--- config.mk ---
export PLATFORM = sky130hd
export DESIGN_NAME = ifu_fetch
export DESIGN_NICKNAME = d
export VERILOG_FILES = /design/src/rtl/npc_pkg.sv /design/src/rtl/ifu_fetch.sv
export SDC_FILE = /design/constraint.sdc
export NUM_CORES = 1
export LEC_CHECK = 0
export ABC_AREA = 1
export ABC_CLOCK_PERIOD_IN_PS = 14900
export BUFFER_PORTS_ARGS = -buffer_cell sky130_fd_sc_hd__buf_2
export CAP_MARGIN = 25
export CELL_PAD_IN_SITES_DETAIL_PLACEMENT = 1
export CELL_PAD_IN_SITES_GLOBAL_PLACEMENT = 2
export CORE_MARGIN = 1
export CORE_UTILIZATION = 30
export CTS_CLUSTER_DIAMETER = 100
export DETAILED_ROUTE_END_ITERATION = 16
export GPL_ROUTABILITY_DRIVEN = 0
export PLACE_DENSITY = 0.85
export SLEW_MARGIN = 20
export SYNTH_ARGS = -nofsm -noshare
export SYNTH_HDL_FRONTEND = slang
export SYNTH_SLANG_ARGS = --single-unit
--- constraint.sdc ---
create_clock -name clk -period 14.9 [get_ports clk]
set_input_delay 3.725 -clock clk [delete_from_list [all_inputs] [get_ports clk]]
set_output_delay 3.725 -clock clk [all_outputs]
set_load 0.005 [all_outputs]
--- src/rtl/npc_pkg.sv ---
// Shared types and constants for the naive riscv32-EM core front end.
package npc_pkg;

  localparam logic [31:0] RESET_PC_DEFAULT = 32'h8000_0000;
  // All-zero word decodes as an illegal instruction.
  localparam logic [31:0] INST_ILLEGAL     = 32'h0000_0000;

  typedef enum logic [2:0] {
    IDLE  = 3'd0,
    REQ   = 3'd1,
    WAIT  = 3'd2,
    VALID = 3'd3,
    HALT  = 3'd4
  } ifu_state_e;

endpackage

--- src/rtl/ifu_fetch.sv ---
// Instruction fetch unit: one outstanding word fetch at a time, hands the
// fetched instruction and its PC to decode, and stops for good on halt.
module ifu_fetch
  import npc_pkg::*;
#(
  parameter logic [31:0] RESET_PC = RESET_PC_DEFAULT,
  parameter logic [31:0] ILLEGAL  = INST_ILLEGAL
) (
  input  logic        clk,
  input  logic        rst,
  output logic        imem_req_valid,
  input  logic        imem_req_ready,
  output logic [31:0] imem_req_addr,
  input  logic        imem_rsp_valid,
  output logic        imem_rsp_ready,
  input  logic [31:0] imem_rsp_data,
  input  logic        imem_rsp_err,
  output logic        inst_valid,
  input  logic        inst_ready,
  output logic [31:0] inst,
  output logic [31:0] inst_pc,
  output logic        fetch_err,
  input  logic [31:0] next_pc,
  input  logic        halt,
  output logic        halted,
  output logic [31:0] retire_cnt
);

  ifu_state_e  state_q, state_d;
  logic [31:0] pc_q, pc_d;
  logic [31:0] inst_q, inst_d;
  logic [31:0] inst_pc_q, inst_pc_d;
  logic        err_q, err_d;
  logic [31:0] retire_q, retire_d;

  // Next-state for the fetch FSM, the PC and the decode holding register.
  always_comb begin
    state_d   = state_q;
    pc_d      = pc_q;
    inst_d    = inst_q;
    inst_pc_d = inst_pc_q;
    err_d     = err_q;
    retire_d  = retire_q;
    unique case (state_q)
      IDLE: state_d = REQ;
      REQ: begin
        if (imem_req_ready) state_d = WAIT;
      end
      WAIT: begin
        if (imem_rsp_valid) begin
          inst_d    = imem_rsp_err ? ILLEGAL : imem_rsp_data;
          inst_pc_d = pc_q;
          err_d     = imem_rsp_err;
          state_d   = VALID;
        end
      end
      VALID: begin
        if (inst_ready) begin
          retire_d = retire_q + 32'd1;
          if (halt) begin
            state_d = HALT;
          end else begin
            pc_d = next_pc;
            if (next_pc[1:0] != 2'b00) begin
              // Misaligned target: no bus access, present an illegal fault instruction instead.
              inst_d    = ILLEGAL;
              inst_pc_d = next_pc;
              err_d     = 1'b1;
            end else begin
              state_d = REQ;
            end
          end
        end
      end
      HALT: state_d = HALT;
      default: state_d = IDLE;
    endcase
  end

  // State registers with asynchronous reset.
  always_ff @(posedge clk or posedge rst) begin
    if (rst) begin
      state_q   <= IDLE;
      pc_q      <= RESET_PC;
      inst_q    <= ILLEGAL;
      inst_pc_q <= RESET_PC;
      err_q     <= 1'b0;
      retire_q  <= '0;
    end else begin
      state_q   <= state_d;
      pc_q      <= pc_d;
      inst_q    <= inst_d;
      inst_pc_q <= inst_pc_d;
      err_q     <= err_d;
      retire_q  <= retire_d;
    end
  end

  // Handshake outputs decode straight from the state register.
  always_comb begin
    imem_req_valid = (state_q == REQ);
    imem_req_addr  = pc_q;
    imem_rsp_ready = (state_q == WAIT);
    inst_valid     = (state_q == VALID);
    halted         = (state_q == HALT);
    inst           = inst_q;
    inst_pc        = inst_pc_q;
    fetch_err      = err_q;
    retire_cnt     = retire_q;
  end

endmodule

## Word level (Yosys, flattened, before mapping)

Cells that the tools add are included.

- Flip-flop bits (word level): 132
- Input bits: 71
- Output and inout port bits: 133
- Word-level logic and storage cells: 47

- Add/sub/neg operators: 1
- Eq/ne operators: 10
- Mux-type cells: 22
- Bitwise operators: 1
- Reduce and logical (&&, ||, !) cells: 7

Operators by type and width:

| kind | number |
|---|---|
| 32-bit two-way mux | 9 |
| 32-bit one-hot mux with 2 select lines | 2 |
| 32-bit by 1-bit adder with 32-bit output (second input constant) | 1 |
| 3-bit two-way mux | 5 |
| 3-bit one-hot mux with 5 select lines | 1 |
| 3-bit by 2-bit == test with 1-bit output (second input constant) | 2 |
| 2-bit by 1-bit inequality test with 1-bit output (second input constant) | 3 |
| 5-bit AND reduction | 1 |
| 1-bit two-way mux | 4 |
| 2-bit inequality test (second input constant) | 2 |
| 4-bit AND reduction | 1 |
| 2-bit nonzero test | 2 |
| 3-bit by 1-bit == test with 1-bit output (second input constant) | 1 |
| 3-bit == test (second input constant) | 1 |
| 3-bit logical NOT | 1 |
| 3-bit inequality test (second input constant) | 1 |
| 3-bit AND reduction | 1 |
| 1-bit one-hot mux with 2 select lines | 1 |
| 2-bit AND reduction | 1 |
| 1-bit inverter | 1 |

## Logic depth before layout (Yosys ltp)

- Depth after elaboration: 5
- Gate-level depth with buffers: 9
- Depth with buffers taken out: 9

## Worst setup path before layout

OpenSTA, ideal clock, no wires.

- Path type: register to output
- Start: reg state_q[2]
- End: out inst_valid
- Arrival: 1.033 ns
- Required time: 11.175 ns
- Slack: 10.142 ns
- Stages on the path, launching flop included: 6
- Buffers on the path: 2
- Cell sequence: dfrtp_1 inv_2 nand2_1 nor2_1 buf_2 buf_2

- Longest elaborated chain between the ends: 1

RTL lines:

| item | line | source |
|---|---|---|
| start, declared | ifu_fetch.sv:29 | `ifu_state_e state_q, state_d;` |
| start signal, assigned | ifu_fetch.sv:90 | `state_q <= state_d;` |
| 3-bit by 2-bit == test with 1-bit output | ifu_fetch.sv:104 | `inst_valid = (state_q == VALID);` |
| end, declared | ifu_fetch.sv:18 | `output logic inst_valid,` |

Every way passes these cells.

## Worst setup path after layout

- Start: in inst_ready
- End: reg inst_q[30], in the netlist inst[30]

- Longest elaborated chain between the ends: 2

RTL lines:

| item | line | source |
|---|---|---|
| start, declared | ifu_fetch.sv:19 | `input logic inst_ready,` |
| 2-bit by 1-bit inequality test with 1-bit output (no source line) | -- |  |
| 5-bit AND reduction (no source line) | -- |  |
| end signal, assigned | ifu_fetch.sv:92 | `inst_q <= inst_d;` |
| end, declared | ifu_fetch.sv:31 | `logic [31:0] inst_q, inst_d;` |

Every way passes these cells.
A chain may end at the register's enable or synchronous reset.

==> flow_summary.yaml <==
die:
  dieArea_um2: 20100
  ios: 204
  die_w_um: 142
  rows: 50
  die_h_um: 142
  initial_core_util_pct: 30.9
  core_area_um2: 19000
power:
  clockPowerShare_pct: 30.4
  power_density_nw_per_um2: 193
  p_int_uw: 966
  total_power_mw: 1.51
  swShare_pct: 35.9
  p_leak_nw: 4.22
  combinationalPowerShare_pct: 32.0
  switching_power_uw: 540
  vdd_drop_max_uv: 65.0
  p_seq_share_pct: 37.5
synth:
  avgSynthCellArea_um2: 8.06
  synth_top_area_share_pct: 55.5
  yosys.area.top_type: "dfrtp_1"
  yosysSeqAreaShare_pct: 56.4
  synth_area_leaders: "dfrtp_1, nand2_1, inv_1"
  syn-cell-area_um2: 5860
  synth.distinct_cells: 22
  syn_inst: 727
  synth_fp_nets: 799
  synth-warning-count: 0
  synth_seq_cells: 132
layout:
  fin_area_um2: 7810
  layout.cells.most_common: "nand2_1"
  fill_cells: 2389
  layout-drive-gt1-share_pct: 26.7
  syn_to_final_growth_pct: 33.2
  seq_area_um2: 3310
  multi_input_area_um2: 2210
  nets: 1000
  layout_common_cells: "nand2_1, buf_2, dfrtp_1, inv_1, nor2_1"
worst_setup_path:
  worst_setup_path_end_kind: "flip-flop"
  critPathBufInv: 3
  crit_fanout: 52
  path_cells: "buf_2 > nand4_2 > nor2_4 > nand2_1 > nand2_2 > inv_2 > buf_4 > nand2_1 > nand2_1"
  rr_endpoint: "inst[30]"
  worstPathArrival_ns: 6.52
  crit_required_ns: 15.20
  crit_type: "in -> reg"
  ff2ff_setup_slack_ns: 11.63
  worstSetupStartpointType: "input port"
  cp_common_cell: "nand2_1"
  r2r-start: "state_q[0]"
  r2r_cells: 8
  cp_slowest_stage_delay_ns: 0.82
  slowest_stage: "nor2_4"
  path_delay_family: "simple AND/OR/NAND/NOR gates"
clock_tree:
  cts_buffer_depth: 2
  post_cts_buffers: 0
  tritoncts: "built"
  holdBufCountCts: 0
  clockRootBuffer: "clkbuf_16"
  ctsResizeCount: 0
  htreeDepth: 4
  cts.reportedPaths.clkPinSlew_ns: 0.06
  clk_latency_ns: 0.42
  cts_num_sinks: 132
  numCtsBuffers: 17
hold_path:
  min_from: "inst_pc[30]"
  min_path_type: "reg -> reg"
  whs_path_depth: 2
  holdPathEnd: "inst_pc[30]"
routing:
  via_count: 5435
  vias_per_cell: 4.52
  wl_um: 18200
  drtAntennaViolNets: 0
  avgRoutedWirePerCell_um: 15.1
  dr.pass1.iters: 4
  drc: 0
  drtIter0Drc: 285
placed_design:
  placed_area_um2: 7140
  port_buffers: 203
  dp_hpwl_um: 13000
job:
  maxCapViolations: 0
sta:
  hold_viol: 0
  finalCriticalPeriod_ns: 6.22
  max_freq_mhz: 161
  fin_tns_setup_ns: 0
  fin_skew_ns: 0.0122
  worst_slew_pin_slew_ns: 0.988
  slew-limit-headroom_pct: 34.0
  rsz0062_at_grt: "no"
  setup_viol: 0
  report.final.slew_viol_count: 0
  post-route-period-util_pct: 41.8
global_routing:
  grt_pass1_wl_um: 29000
  antenna_found_initial: 2
  grt_max_degree: 71
  first_global_vias: 5427
  grt_remaining_overflow: 0
  grt_usage_pct: 18.9
outcome:
  status: "finished clean"
## power groups by stage
stage	sequential [mW]	combinational, mW	clock [mW]
after floorplan	0.576	0.256	0
after global placement	0.570	0.482	0
after detailed placement	0.572	0.492	0
after CTS	0.567	0.495	0.472
after global routing	0.581	0.556	0.487
final	0.565	0.483	0.459
## metrics by stage
step	hold WS, ns	utilization (%)	std cells	worst slack [ns]
after floorplan	0.451	-	727	7.65
after global placement	0.449	37.7	1168	8.26
after detailed placement	0.453	37.7	1168	8.19
after CTS	0.469	41.1	1200	8.62
after global routing	0.486	41.2	1203	8.31
final	0.463	41.2	1203	8.68
## worst max-delay path by stage
stage               start         to  cells past startpoint
6_report       inst_ready   inst[30]                      9
5_1_grt        inst_ready    inst[9]                      9
4_1_cts        inst_ready    inst[8]                      9
3_5_place_dp   inst_ready    inst[8]                      9
3_3_place_gp   inst_ready   inst[12]                      9
2_1_floorplan         rst  fetch_err                      1
## logic make-up after synthesis
kind of cell | after synthesis | synth area share (%)
simple gates | 412 | 27.8
buf+inv | 93 | 6.32
flops | 132 | 56.4
xor+xnor | 17 | 2.54
compound gates | 72 | 6.70
fa+ha+maj | 1 | 0.213
## synthesized netlist by cell type
cell type  instances
nand3_1           16
nor3_1             2
dfstp_2            2
nand4_1           11
nand2_2            1
dfrtp_1          130
nand2_1          326
and3_1             1
nand4_2            1
nand3b_1           4
inv_1             66
xnor2_1           11
o22ai_1           26
buf_2             17
nor2_2             3
inv_2              2
nor2_1            47
clkbuf_1           8
o21ai_0           44
xor2_1             6
ha_1               1
a21oi_1            2
## routing by layer
metal  track usage, %  wire length (um)  vias to the layer above
met5                0                 0                        -
met4             7.07               299                        0
met3             4.96              1040                       18
met2             30.6              8810                      130
met1             24.2              8050                     2614
li1                 -                 -                     2673
## final cells by class
cell class                 instances  area share, %
antenna                            2         0.0641
clock buffer                      17           5.45
clock inverter                    15           2.82
inverter                          68           3.33
multi-input combinational        502           28.3
sequential                       132           42.3
tap                              260           4.17
timing repair buffer             207           13.6
## worst reg2reg max path: stages, from the launching register on
cell     delay [ns]
dfrtp_1        0.46
nand4_2        0.29
nor2_4         0.82
nand2_1        0.17
nand2_2        0.57
inv_2          0.27
buf_4          0.37
nand2_1        0.16
nand2_1        0.06
## registers in the layout, indices dropped and copies added (netlist names)
signal and cells:
fetch_err 1, imem_req_addr 32, inst 32, inst_pc 32
retire_cnt 32, state_q 3
No activity file was read; power rests on OpenSTA's default activity.
